[config.mk]
export PLATFORM = sky130hd
export DESIGN_NAME = change_dispenser
export DESIGN_NICKNAME = d
export VERILOG_FILES = /design/src/rtl/change_dispenser.sv
export SDC_FILE = /design/constraint.sdc
export NUM_CORES = 1
export LEC_CHECK = 0
export ABC_AREA = 1
export BUFFER_PORTS_ARGS = -buffer_cell sky130_fd_sc_hd__buf_2
export CORE_MARGIN = 4
export CORE_UTILIZATION = 50
export CTS_CLUSTER_DIAMETER = 30
export CTS_CLUSTER_SIZE = 28
export DETAILED_ROUTE_END_ITERATION = 7
export HOLD_SLACK_MARGIN = 0.05
export PLACE_DENSITY = 0.82
export RECOVER_POWER = 25
export SLEW_MARGIN = 25
export SYNTH_ARGS = -nofsm -noshare
export SYNTH_HDL_FRONTEND = slang
export SYNTH_SLANG_ARGS = --single-unit
export TNS_END_PERCENT = 1
[constraint.sdc]
create_clock -name clk_i -period 5.3 [get_ports clk_i]
set_clock_uncertainty 0.1 [all_clocks]
set_input_delay 1.06 -clock clk_i [delete_from_list [all_inputs] [get_ports clk_i]]
set_output_delay 1.06 -clock clk_i [all_outputs]
set_load 0.1 [all_outputs]
[src/rtl/change_dispenser.sv]
// change_dispenser: greedy one-coin-at-a-time change payout to a ready-handshaked coin hopper.
// Define CHG_QUARTER_EN to enable the quarter hopper; otherwise only dimes and nickels are paid.
module change_dispenser #(
  parameter int CHANGE_W  = 5,
  parameter int PULSE_GAP = 2
) (
  input  logic                clk_i,
  input  logic                rst_ni,
  input  logic                soda_i,
  input  logic [CHANGE_W-1:0] change_i,
  input  logic                hopper_ready_i,
  output logic                eject_quarter_o,
  output logic                eject_dime_o,
  output logic                eject_nickle_o,
  output logic [CHANGE_W-1:0] remaining_o,
  output logic                busy_o,
  output logic                done_o,
  output logic                residue_err_o,
  output logic                overrun_o
);
  typedef enum logic [2:0] {IDLE, SELECT, EJECT, GAP, DONE} state_t;
  typedef enum logic [1:0] {C_N, C_D, C_Q} coin_t;
  localparam int GW = $clog2(PULSE_GAP) + 1;
  localparam logic [CHANGE_W-1:0] V25 = CHANGE_W'(25);
  localparam logic [CHANGE_W-1:0] V10 = CHANGE_W'(10);
  localparam logic [CHANGE_W-1:0] V5  = CHANGE_W'(5);
`ifdef CHG_QUARTER_EN
  localparam bit QEN = 1'b1;
`else
  localparam bit QEN = 1'b0;
`endif
  state_t state, next;
  coin_t coin, coin_d;
  logic [CHANGE_W-1:0] rem, rem_d, pend, pend_d, coin_val;
  logic [GW-1:0] gap_cnt;
  logic pend_v, pend_v_d, fire, load_new, store, done_d, res_d, ovr_d, busy_d;
  always_ff @(posedge clk_i or negedge rst_ni)
    if (!rst_ni) state <= IDLE;
    else state <= next;
  always_comb begin
    next = state;
    case (state)
      IDLE:    next = soda_i ? SELECT : IDLE;
      SELECT:  next = rem < V5 ? DONE : EJECT;
      EJECT:   next = hopper_ready_i ? GAP : EJECT;
      GAP:     next = gap_cnt == GW'(PULSE_GAP - 1) ? SELECT : GAP;
      DONE:    next = (pend_v || soda_i) ? SELECT : IDLE;
      default: next = IDLE;
    endcase
  end
  // A request arriving in DONE with the slot empty is served straight after this one.
  always_comb begin
    coin_d   = state == SELECT ? (QEN && rem >= V25 ? C_Q : rem >= V10 ? C_D : C_N) : coin;
    coin_val = coin == C_Q ? V25 : coin == C_D ? V10 : V5;
    fire     = state == EJECT && hopper_ready_i;
    load_new = soda_i && (state == IDLE || (state == DONE && !pend_v));
    store    = soda_i && !pend_v && state != IDLE && state != DONE;
    ovr_d    = soda_i && pend_v;
    pend_v_d = store || (pend_v && state != DONE);
    pend_d   = store ? change_i : pend;
    rem_d    = load_new ? change_i :
               (state == DONE && pend_v) ? pend :
               fire ? rem - coin_val :
               (state == SELECT && rem < V5) ? '0 : rem;
    done_d   = next == DONE;
    res_d    = state == SELECT && rem != '0 && rem < V5;
    busy_d   = next != IDLE || pend_v_d;
  end
  always_ff @(posedge clk_i or negedge rst_ni)
    if (!rst_ni) begin
      coin           <= C_N;
      rem            <= '0;
      pend           <= '0;
      pend_v         <= 1'b0;
      gap_cnt        <= '0;
      eject_dime_o   <= 1'b0;
      eject_nickle_o <= 1'b0;
      busy_o         <= 1'b0;
      done_o         <= 1'b0;
      residue_err_o  <= 1'b0;
      overrun_o      <= 1'b0;
    end else begin
      coin           <= coin_d;
      rem            <= rem_d;
      pend           <= pend_d;
      pend_v         <= pend_v_d;
      gap_cnt        <= state == GAP ? gap_cnt + GW'(1) : '0;
      eject_dime_o   <= fire && coin == C_D;
      eject_nickle_o <= fire && coin == C_N;
      busy_o         <= busy_d;
      done_o         <= done_d;
      residue_err_o  <= res_d;
      overrun_o      <= ovr_d;
    end
`ifdef CHG_QUARTER_EN
  always_ff @(posedge clk_i or negedge rst_ni)
    if (!rst_ni) eject_quarter_o <= 1'b0;
    else eject_quarter_o <= fire && coin == C_Q;
`else
  assign eject_quarter_o = 1'b0;
`endif
  assign remaining_o = rem;
endmodule

# After elaboration in Yosys (flattened, before gate mapping)

Cells that the tools add are included.

Register bits: 24
Bits in latches: 0
Memory bits (writable): 0
Bits in read-only memories: 0
Bits of input ports: 9
Output and inout port bits: 12
Word-level logic and storage cells: 64
Memories: 0

Add/subtract/negate cells: 2
Multipliers: 0
Div/mod/pow operators: 0
$lt $le $gt $ge: 2
Eq/ne operators: 9
Shifts and indexed selects: 0
Muxes and demuxes: 14
Bitwise operators: 0
Reduce and logical (&&, ||, !) cells: 25

Operators with widths:

| kind                                                                         | count |
|---|---|
| 5-bit two-way mux                                                            | 5 |
| 3-bit one-hot mux with 5 select lines                                        | 1 |
| 1-bit logical AND                                                            | 14 |
| 3-bit by 2-bit equality test with 1-bit output, second input constant        | 2 |
| 3-bit equality test, second input constant                                   | 2 |
| 3-bit nonzero test                                                           | 2 |
| 5-bit by 4-bit >= comparator with 1-bit output, second input constant        | 1 |
| 5-bit by 3-bit less-than comparator with 1-bit output, second input constant | 1 |
| 5-bit nonzero test                                                           | 1 |
| 5-bit subtractor                                                             | 1 |
| 2-bit by 1-bit equality test with 1-bit output, second input constant        | 2 |
| 1-bit logical OR                                                             | 4 |
| 1-bit two-way mux                                                            | 4 |
| 2-bit two-way mux                                                            | 2 |
| 4-bit two-way mux                                                            | 1 |
| 4-bit nonzero test                                                           | 1 |
| 3-bit by 1-bit equality test with 1-bit output, second input constant        | 1 |
| 3-bit logical NOT                                                            | 1 |
| 3-bit two-way mux                                                            | 1 |
| 3-bit inequality test, second input constant                                 | 1 |
| 2-bit by 1-bit adder with 2-bit output, second input constant                | 1 |
| 2-bit equality test, second input constant                                   | 1 |
| 2-bit logical NOT                                                            | 1 |
| 1-bit logical NOT                                                            | 1 |

# Depth between registers and ports, before layout

Word-level depth: 7
Mapped depth: 11
Gate-level depth less buffers: 11

# Worst setup path after synthesis

Ideal clock, no wire load.

Path type: reg-to-reg
Start: register rem[0], in the netlist remaining_o[0]
End: register rem[4], in the netlist remaining_o[4]
Setup time: 0.121 ns
Arrival time: 2.115 ns
Required time: 5.079 ns
Setup slack: 2.964 ns
Cell stages (with the launch flop): 12
Cell sequence: dfrtp_1 inv_1 ha_1 fa_1 inv_1 nand2_1 nand2_1 nand3_1 nand3_1 nand2_1 nand2_1 nand2_1

Cells in the longest elaborated chain, start to end: 4
Elaborated cells between the ends (all ways): 7
Classes of those cells: 1 x add/sub; 1 x order compare; 3 x mux; 2 x reduce/logical

Ends and longest elaborated chain:

| element                  | line | source |
|---|---|---|
| start: declaration       | 34   | `logic [CHANGE_W-1:0] rem, rem_d, pend, pend_d, coin_val;` |
| start signal: assignment | 84   | `rem <= rem_d;` |
| 5-bit subtractor         | 63   | `fire ? rem - coin_val :` |
| 5-bit two-way mux        | 63   |  |
| 5-bit two-way mux        | 62   | `(state == DONE && pend_v) ? pend :` |
| 5-bit two-way mux        | 61   | `rem_d = load_new ? change_i :` |

Several ways; a longest one is shown, not always the timed one.
A chain may end at the register's enable or synchronous reset.

# Worst setup path after layout

Start: register rem[2], in the netlist remaining_o[2]
End: output remaining_o[2]

RTL lines:

| element          | line | source |
|---|---|---|
| end: declaration | 15   | `output logic [CHANGE_W-1:0] remaining_o,` |

No word-level cell between the ends.

==> impl_results.md <==
* Post-synthesis xor/xnor area fraction at 0%
* Final Hold Viols at 0
* Vias in the first global route at about 1,000
* Synth Area in Adders at 6.59%
* Final worst slack at 2.92 ns
* Diodes inserted at 0
* Die width at about 58 um
* Syn nets at roughly 160
* CTS resizes at 0
* Setup_tns at 0 ns
* DRT Wirelength at 2450 um
* Pin slew with the least headroom to its limit at 1.18 ns
* CTS tree: done
* GR Util All Layers at 16.2%
* Slowest CP cell: dfrtp_1
* Critical path class: flip-flop to output pin
* Synth warnings at 0
* Commonest non-fill, non-tap cell in the layout: nand2_1
* GRT overflow at 0
* Simple-Gate Fraction of Synth Area at 28.8%
* DR DRC count at 0
* CP Launch Type: flip-flop
* Vias post-DR at 1,020
* CTS root buf: clkbuf_4
* Max Freq at 421 MHz
* # H-tree levels at 1
* Routed WL per cell at 12.4 um
* Fillers at approximately 200
* Setup WS pre-CTS at between 3 and 4 ns
* Mapped Area at 1250 um^2
* Nets at 186
* # Post-CTS Setup Buffers at 0
* Placer congestion estimate at 0.861
* WP data arrival at 1.22 ns
* Relative slew slack at approximately a fifth
* Finish-stage setup viols at 0
* Worst-Skew Late Latency at 0.31 ns
* Main synth FF type: dfrtp_1
* Gate Count Post-Synth at 148
* Slew Viols, Final at 0
* Largest stage delay on the critical path at around 0.46 ns
* EDFF count, synth at 0
* Share of cells above drive strength 1 at 23.5%
* Final non-filler cell total at 198
* Initial drt markers at 23
* Fin Hold WS at between 0.3 and 0.4 ns
* Synth async-reset ratio at 100%
* HPWL Detailed at 2000 um
* Top Ports at 21
* Netlist cell types at 26
* CTS Sinks at 23
* Main combinational cell family by area after synthesis: simple AND/OR/NAND/NOR gates
* CTS Buf Count at 3
* Rows at 17
* Drt pass-1 iters at 4
* Highest fanout seen on the critical path at 6
* Mapped Avg Cell Area at approximately 8.5 um^2
* Most frequent cells in the layout: nand2_1, dfrtp_1, inv_1
* Worst-path clk slew at 0.14 ns
* CP bufs+invs at 1
* Hold WC Path Type: flip-flop to flip-flop
* CTS max path bufs at 2
* Status: completed
* Final ANT Viol Nets at 0
* Setup crit end kind: output pin
* Worst path top cell family by delay: flip-flops
* Area grow syn2layout at 11.6%
* Max Cap Viol at 0
* Final min period at 2.38 ns
* Placed Cells incl. Taps at 194
* CP required at 4.14 ns
* Vias per std cell at 5.15
* Worst-path cell chain: buf_2
* Initial antenna violation count at 0
* Seq/Total Area, Yosys at 46.0%
* Compound-cell area share of the yosys netlist at 6.99%
* First-pass GRT wire length at 4220 um
* Post-synthesis sequential element count at 23
* RSZ-0062 raised after global routing: false
* Buffers on Ports at 19
* CTS Hold Bufs at 0
* Die H at between 50 and 60 um
* Largest net degree at the start of global routing at 24
* Mux contribution to synthesized area at 2.70%
* Die ar. at 3370 um^2
* Starting Density at 54.5%
* Final Cycle Share at 44.9%
* Core Region at between 2000 and 2500 um^2
per-layer routing:
layer	track usage (%)	wire length (um)	up-vias
met1	19.9	1020	472
met3	3.34	152	2
li1	-	-	512
met5	0	0	-
met2	28.9	1270	34
met4	3.97	12	0
area by class of cell:
| type | instances | area [um^2] | area share, % |
|---|---|---|---|
| inverters | 27 | 101 | 7.25 |
| multi-input cells | 97 | 566 | 40.5 |
| flip-flops and latches | 23 | 576 | 41.2 |
| clock inverters | 1 | 5.00 | 0.358 |
| clock buffers | 3 | 22.5 | 1.61 |
| repair buffers | 19 | 92.6 | 6.62 |
| well taps | 28 | 35.0 | 2.51 |
sequential cells by signal (all words and copies together), names as in the netlist, 2 cells and up:
signal       count
gap_cnt          2
pend             5
state            3
remaining_o      5
metrics by stage:
stage / instance area [um^2] / utilization (%)
4_1_cts: 1400 / 61.1
5_1_grt: 1400 / 60.8
6_report: 1400 / 60.8
3_5_place_dp: 1380 / 59.9
3_3_place_gp: 1380 / 59.9
2_1_floorplan: 1250 / -
worst paths after layout:
check                                             end  cells after the start                  startpoint  slack (ns)
max                                    remaining_o[2]                      1  remaining_o[2]$_DFFE_PN0P_        2.92
min                              gap_cnt[0]$_DFF_PN0_                      1        gap_cnt[0]$_DFF_PN0_        0.36
max reg2reg                remaining_o[2]$_DFFE_PN0P_                      9         coin[0]$_DFFE_PN0P_        3.32
min reg2reg                      gap_cnt[0]$_DFF_PN0_                      1        gap_cnt[0]$_DFF_PN0_        0.36
max in group asynchronous         pend[0]$_DFFE_PN0P_                      1                      rst_ni        3.54
min in group asynchronous    eject_nickle_o$_DFF_PN0_                      1                      rst_ni        0.84
cells by family (layout without fill, tap and decap cells):
family / Yosys count / in the layout
AOI/OAI and AO/OA: 15 / 15
and+or+nand+nor: 72 / 72
DFF: 23 / 23
adders and majority gates: 6 / 6
muxes: 3 / 3
other: 1 / 1
buffers and inverters: 28 / 50
synth_stat cells (2+ instances only):
cell type  instances  area (um^2)
nor2_4             2         22.5
nand2_1           36          135
nor3_1             2         10.0
nor2_1            10         37.5
nand2_2            3         18.8
ha_1               5         62.6
nand3_2            2         20.0
nand3_1            8         40.0
inv_2              6         22.5
nand4_1            5         31.3
inv_1             21         78.8
o21ai_0            6         30.0
mux2_1             2         22.5
a21oi_1            6         30.0
dfrtp_1           23          576
Power is not shown: default switching activity piles up to over one toggle a cycle in this logic, so the estimate is an artifact.
